[config.mk]
export PLATFORM = sky130hd
export DESIGN_NAME = pipe_stall_ctrl
export DESIGN_NICKNAME = d
export VERILOG_FILES = /design/src/rtl/pipe_stall_ctrl.sv
export SDC_FILE = /design/constraint.sdc
export NUM_CORES = 1
export LEC_CHECK = 0
export CAP_MARGIN = 25
export CELL_PAD_IN_SITES_DETAIL_PLACEMENT = 1
export CELL_PAD_IN_SITES_GLOBAL_PLACEMENT = 1
export CORE_AREA = 2 2 72 74
export CTS_BUF_LIST = sky130_fd_sc_hd__clkbuf_8
export CTS_CLUSTER_DIAMETER = 100
export DETAILED_ROUTE_END_ITERATION = 10
export DIE_AREA = 0 0 74 76
export PLACE_DENSITY = 0.79
export SLEW_MARGIN = 20
export SYNTH_ARGS = -nofsm -noshare
export SYNTH_HDL_FRONTEND = slang
export SYNTH_SLANG_ARGS = --single-unit
[constraint.sdc]
create_clock -name clk -period 1.5 [get_ports clk]
set_input_delay 0.3 -clock clk [delete_from_list [all_inputs] [get_ports clk]]
set_output_delay 0.3 -clock clk [all_outputs]
set_load 0.02 [all_outputs]
[src/rtl/pipe_stall_ctrl.sv]
// Pipeline stall/flush controller: turns stall-unit requests and branch resolution into
// PC/IF/ID/ID/EX register controls. Optional perf counters are built under PIPE_STALL_PERF_EN.
module pipe_stall_ctrl #(
  parameter int unsigned MAX_STALL = 16,
  parameter int unsigned CNT_W     = 32
) (
  input  logic             clk,
  input  logic             rst_n,
  input  logic             if_stall_req_i,
  input  logic             id_stall_req_i,
  input  logic             br_resolved_i,
  input  logic             br_taken_i,
  output logic             pc_we_o,
  output logic             pc_sel_br_o,
  output logic             ifid_we_o,
  output logic             ifid_flush_o,
  output logic             idex_bubble_o,
  output logic             stall_timeout_o,
  output logic [CNT_W-1:0] cnt_data_stall_o,
  output logic [CNT_W-1:0] cnt_br_stall_o
);

  localparam logic [7:0] MaxStall = 8'(MAX_STALL);

  typedef enum logic [0:0] {StRun, StBrWait} state_e;

  state_e     state_q, state_d;
  logic [7:0] stall_cnt_q, stall_cnt_d;
  logic       timeout_q, timeout_d;

  always_comb begin
    state_d       = state_q;
    pc_we_o       = 1'b1;
    pc_sel_br_o   = 1'b0;
    ifid_we_o     = 1'b1;
    ifid_flush_o  = 1'b0;
    idex_bubble_o = 1'b0;
    if (!rst_n) begin
      // Hold everything and feed NOPs while reset is asserted.
      pc_we_o       = 1'b0;
      ifid_we_o     = 1'b0;
      ifid_flush_o  = 1'b1;
      idex_bubble_o = 1'b1;
    end else if (id_stall_req_i) begin
      // Data hazard wins in both states; a coincident branch resolution is dropped.
      pc_we_o       = 1'b0;
      ifid_we_o     = 1'b0;
      idex_bubble_o = 1'b1;
    end else begin
      unique case (state_q)
        StRun: begin
          if (if_stall_req_i) begin
            pc_we_o      = 1'b0;
            ifid_flush_o = 1'b1;
            state_d      = StBrWait;
          end
        end
        StBrWait: begin
          ifid_flush_o = 1'b1;
          if (br_resolved_i) begin
            pc_sel_br_o = br_taken_i;
            state_d     = StRun;
          end else begin
            pc_we_o = 1'b0;
          end
        end
      endcase
    end
  end

  always_comb begin
    stall_cnt_d = 8'd0;
    if (!pc_we_o) begin
      stall_cnt_d = (stall_cnt_q == 8'hFF) ? 8'hFF : stall_cnt_q + 8'd1;
    end
    timeout_d = timeout_q | (stall_cnt_d >= MaxStall);
  end

  always_ff @(posedge clk or negedge rst_n) begin
    if (!rst_n) begin
      state_q     <= StRun;
      stall_cnt_q <= 8'd0;
      timeout_q   <= 1'b0;
    end else begin
      state_q     <= state_d;
      stall_cnt_q <= stall_cnt_d;
      timeout_q   <= timeout_d;
    end
  end

  assign stall_timeout_o = timeout_q;

`ifdef PIPE_STALL_PERF_EN
  logic [CNT_W-1:0] cnt_data_q, cnt_data_d;
  logic [CNT_W-1:0] cnt_br_q, cnt_br_d;
  logic             br_inc;

  // Branch-stall cycles: the entry cycle plus unresolved BRWAIT cycles not masked by a data stall.
  assign br_inc = !id_stall_req_i &&
                  (((state_q == StRun) && if_stall_req_i) ||
                   ((state_q == StBrWait) && !br_resolved_i));

  always_comb begin
    cnt_data_d = cnt_data_q;
    cnt_br_d   = cnt_br_q;
    if (id_stall_req_i && (cnt_data_q != '1)) begin
      cnt_data_d = cnt_data_q + CNT_W'(1);
    end
    if (br_inc && (cnt_br_q != '1)) begin
      cnt_br_d = cnt_br_q + CNT_W'(1);
    end
  end

  always_ff @(posedge clk or negedge rst_n) begin
    if (!rst_n) begin
      cnt_data_q <= '0;
      cnt_br_q   <= '0;
    end else begin
      cnt_data_q <= cnt_data_d;
      cnt_br_q   <= cnt_br_d;
    end
  end

  assign cnt_data_stall_o = cnt_data_q;
  assign cnt_br_stall_o   = cnt_br_q;
`else
  assign cnt_data_stall_o = '0;
  assign cnt_br_stall_o   = '0;
`endif

endmodule

; ---- Yosys cells after proc, flatten, opt, wreduce, memory -nomap -nowiden
; Index checks and enable logic that the tools add are counted.
; Widths: inputs -> output; s select.
[totals]
reg_bits = 10
inputBits = 6
output_inout_bits = 70
wordCells = 31
[classes]
n_addsub = 1
magnitude_cmp = 1
eq_ne = 1
n_mux = 21
n_bitwise = 3
reduce_logical = 1
[ops]
columns = operator, count
row1 = $mux 1, 16
row2 = $mux 8, 2
row3 = $add 8x1->8 const B, 1
row4 = $eq 8x8->1 const B, 1
row5 = $ge 8x5->1 const B, 1
row6 = $pmux 1 s2, 3
row7 = $not 1->1, 2
row8 = $reduce_and 2->1, 1
row9 = $or 1x1->1, 1

; ---- Depth between registers and ports, before layout
; Gate-level depths: netlist of run 1.
[logic_depth]
depth_word = 7
mapped_depth = 6
depth_no_buf = 5

; ---- Least setup slack after synthesis of run 1
; OpenSTA, ideal clock, no wires.
[synth_path]
path_type = register -> register
start = register stall_cnt_q[0]
end = register timeout_q, in the netlist stall_timeout_o
setup_time_ps = 139
arrival_time_ps = 1504
required_time_ps = 1361
path_slack_ps = -143
path_stages_with_launch = 6
n_path_buf = 0
synth_period_minus_slack_ps = 1643
cell_sequence = dfrtp_1 > ha_1 > and4_1 > and4b_1 > nor3_1 > or4_1
[synth_between]
elab_chain_cells = 5
word_cells_on_any_way = 6
classes_between = add/sub: 1 / order compare: 1 / eq/ne: 1 / mux: 2 / bitwise: 1
[synth_lines]
columns = element, line_no
row1 = start: declaration, 28  ; logic [7:0] stall_cnt_q, stall_cnt_d;
row2 = start signal: assignment, 86  ; stall_cnt_q <= stall_cnt_d;
row3 = $add 8x1->8 / $eq 8x8->1 (equally long branches), 74  ; stall_cnt_d = (stall_cnt_q == 8'hFF) ? 8'hFF : stall_cnt_q + 8'd1;
row4 = $mux 8 (*), 74
row5 = $mux 8 (*), 73  ; if (!pc_we_o) begin
row6 = named net stall_cnt_d[6], 28
row7 = $ge 8x5->1 (*), 76  ; timeout_d = timeout_q | (stall_cnt_d >= MaxStall);
row8 = $or 1x1->1 (*), 76
row9 = named net timeout_d, 29  ; logic timeout_q, timeout_d;
row10 = end signal: assignment, 87  ; timeout_q <= timeout_d;
row11 = end: declaration, 29
; The timed path passes the listed nets; every way through them passes the cells marked *.
; A chain may end at the register's enable or synchronous reset.

; ---- Worst setup path in the final report of run 1
; Same ends and word-level chain as after synthesis.

==> implementation parameters, run 1 <==
Parameter                              Value

Run status
  Outcome ... finished with violations
  Violated checks ... negative setup slack

Timing
  Final period utilization ... 108%
  Max-slew violation count ... 0
  Clock skew ... about 0.0026 ns
  Hold Vio Cnt, Final ... 0
  RSZ-0062 raised after global routing ... true
  Time the worst path needs with I/O delays and setup ... 1.62 ns
  Minimum hold slack ... ~0.35 ns
  F_max ... 0.616 GHz
  Post-route setup slack ... -0.124 ns
  # setup viols final ... 1

Yosys
  Average instance area after synthesis ... around 8.6 sq um
  Netlist cell types ... 26
  Count of flip-flops with a built-in enable after synthesis ... 0
  Cell type contributing the most total cell area after synthesis ... sky130_fd_sc_hd__buf_4
  Syn Inst Count ... 116
  Most numerous cell types in the synthesized netlist ... 65 x sky130_fd_sc_hd__buf_4, 10 x sky130_fd_sc_hd__dfrtp_1, 6 x sky130_fd_sc_hd__a21oi_1
  Post-synthesis sequential element count ... 10
  Area share of the largest cell type after synthesis ... around 49%
  Cell area after synthesis ... roughly 1000 sq um
  Area contributors post-synth ... sky130_fd_sc_hd__buf_4 49%, sky130_fd_sc_hd__dfrtp_1 25%, sky130_fd_sc_hd__a21oi_1 3.0%
  Library cell with the highest instance count after synthesis ... sky130_fd_sc_hd__buf_4
  Ys Warns ... 0
  Commonest register cell after synthesis ... sky130_fd_sc_hd__dfrtp_1
  Seq/Total Area, Yosys ... about a quarter
  Synth async-reset ratio ... between 90% and 100%

Power and ir drop
  PwrDens ... approximately 1100 nW/um^2
  Leakage power summed over all cells ... 0.607 nW
  Worst vdd rail ir drop ... between 0.2 and 0.3 mV

Flow run
  MaxCap Viol Count ... 0

Routing
  DR top layer ... met4
  Number of detailed-route iterations in the first pass ... 2
  Met2 WL post-DR ... 1.02 mm
  Per-cell routed wire length ... 8.90 microns
  Sum of routed wire segments on met1 ... ~630 microns
  Total Routed Length ... 1.89 mm
  Drt first-iter violations ... 18
  Routed length on met3 ... around 190 microns
  DRT antenna net count ... 0
  Ratio of routed vias to standard cells ... slightly above 3
  Via count ... 659
  DRC violation count after routing ... 0

Layout
  Area used by multi-input combinational logic ... between 500 and 600 sq um
  Fill cells ... just over 600
  Total inserted antenna cells ... 0
  Layout area overhead ... 14.9%
  Area occupied by registers ... 250 sq um
  Number of nets in the final layout ... 150
  Fraction of layout instances using a drive strength above 1 ... a little over a fifth
  Finished Core Util ... 23.4%
  Final design instance area without fill ... 1150 sq um

Worst setup path
  Count of buffer and inverter cells on the critical path ... 0
  Critical Path RT ... around 1.6 ns
  Max FO, Critical Path ... 4
  Cell family with most CP delay ... simple AND/OR/NAND/NOR gates
  Start-to-end type of the worst setup path ... register to register
  Cells on worst reg2reg path ... 5
  Largest stage delay, worst path ... 0.46 ns
  Slowest CP cell ... sky130_fd_sc_hd__or4_1
  Crit path DAT ... approximately 1.7 ns
  Endpoint type of the worst setup path ... register
  Ordered list of cells on the worst path ... ha_4 > and4_4 > and4b_1 > nor3_1 > or4_1
  Critical Path Stages ... 5
  Startpoint type of the worst setup path ... register

Clock tree
  Root buffer cell ... sky130_fd_sc_hd__clkbuf_8
  Clock sink count ... 10
  Total clock buffers created by CTS ... 3
  Clock latency at the later pin of the worst-skew pair ... 0.24 ns
  Total of hold buffers inserted after clock tree synthesis ... 0
  Number of H-tree levels ... 1
  Number of buffers on the longest clock path ... 2
  CTS tree ... built
  Clock slew at reported path FFs ... 0.05 ns

Global routing
  Maximum number of pins on one net before global-route repair ... 11
  Number of global-route vias before repair ... 567
  Global route overflow ... 0
  Overall global routing resource usage ... 6.82%
  Wire length of the first global-routing pass ... roughly 2.7 mm
  Initial antenna violation count ... 0

Min path
  Worst min-delay path category ... input pin to async pin

Floorplanning
  Total Die Area ... about 5600 sq um
  Width of the chip ... 74 microns
  Placeable core region ... 4910 sq um
  Vertical extent of the die ... 76 microns
  Ports ... 76
  Placement Rows ... 26
  Initial standard-cell utilization of the core ... 20.3%

Placed design
  Weighted congestion reported at the end of routability-driven placement ... about 0.74
  Cell area after placement ... between 1000 and 1500 sq um
  Placed wire-length estimate ... between 1.5 and 2 mm
  Number of I/O port buffers ... 11
registers in the layout, summed over array words and instances, names as in the netlist:
register / cells
stall_cnt_q: 8
stall_timeout_o: 1
state_q: 1
layer usage:
metal	up-vias	track usage, %
li1	307	-
met1	307	6.50
met2	41	11.6
met3	4	2.51
met4	0	4.91
met5	-	0
metrics by stage:
| step | std cells | total power, mW | setup slack (ns) | setup TNS, ns |
|---|---|---|---|---|
| floorplan | 179 | 0.867 | -0.0416 | -0.0416 |
| global placement | 207 | 0.902 | -0.679 | -4.16 |
| detailed placement | 207 | 0.926 | -0.687 | -4.31 |
| CTS | 212 | 1.30 | -0.144 | -0.144 |
| global route | 212 | 1.40 | -0.206 | -0.206 |
| finish | 212 | 1.29 | -0.124 | -0.124 |
cell usage in the layout (no fill, tap or decap), drive strengths merged, types with 2 or more instances in the layout:
cell and n:
clkbuf 4, a21oi 6, a31oi 2, conb 64, and3 2, and2 2, dfrtp 10, nor2 3
nor3 3, dlygate4sd2 4, inv 3, nand4 3, and4 3, dlymetal6s2s 2, buf 16
worst register-to-register path: cells and delay by family, from the launching register on:
kind,cells,cell delay (ns)
adder cells (fa/ha/maj),1,0.17
flip-flops,1,0.40
AND/OR/NAND/NOR,4,0.92
logic make-up (layout without fill, tap and decap cells):
kind of cell	count (synthesis)	count (layout)	synth area share, %
AOI/OAI and AO/OA	12	12	7.02
other	1	64	0.376
DFF	10	10	25.1
buffers and inverters	68	31	50.0
adders and majority gates	1	1	1.25
and+or+nand+nor	22	22	14.5
xor gates and xnor gates	2	2	1.75
power by group:
part	switching [mW]	internal, mW	leakage (nW)
Clock	0.110	0.231	0.0288
Combinational	0.303	0.230	0.455
Sequential	0.0746	0.339	0.123
Total	0.488	0.800	0.607
cell type report:
cell class	count	share of cell area, %
Clock buffer	4	4.80
Inverter	3	1.20
Multi-Input combinational cell	101	46.5
Sequential cell	10	21.8
Tap cell	70	7.63
Timing Repair Buffer	24	18.1
worst paths after layout:
check,start,to,slack [ns]
max in group asynchronous,rst_n,stall_cnt_q[6],1.01
setup / recovery,stall_cnt_q[0],stall_timeout_o,-0.12
min in group clk,stall_cnt_q[0],stall_cnt_q[0],0.52
setup reg to reg,stall_cnt_q[0],stall_timeout_o,-0.12
hold reg to reg,stall_cnt_q[0],stall_cnt_q[0],0.52
hold / removal,rst_n,stall_cnt_q[1],0.35
what timing repair did:
action,CTS,global route
gates resized for setup,29,4
buffers inserted,1,0
endpoints found under the setup margin,6,4
pin swaps,3,4
hold endpoints to repair,0,0
No activity file was read; power rests on OpenSTA's default activity.
==> run 2: changes to the inputs <==
Settings changed: SLEW_MARGIN 20 to not set.
==> results of run 2 <==
The final DEF is identical to that of run 1; final timing and power are the same.
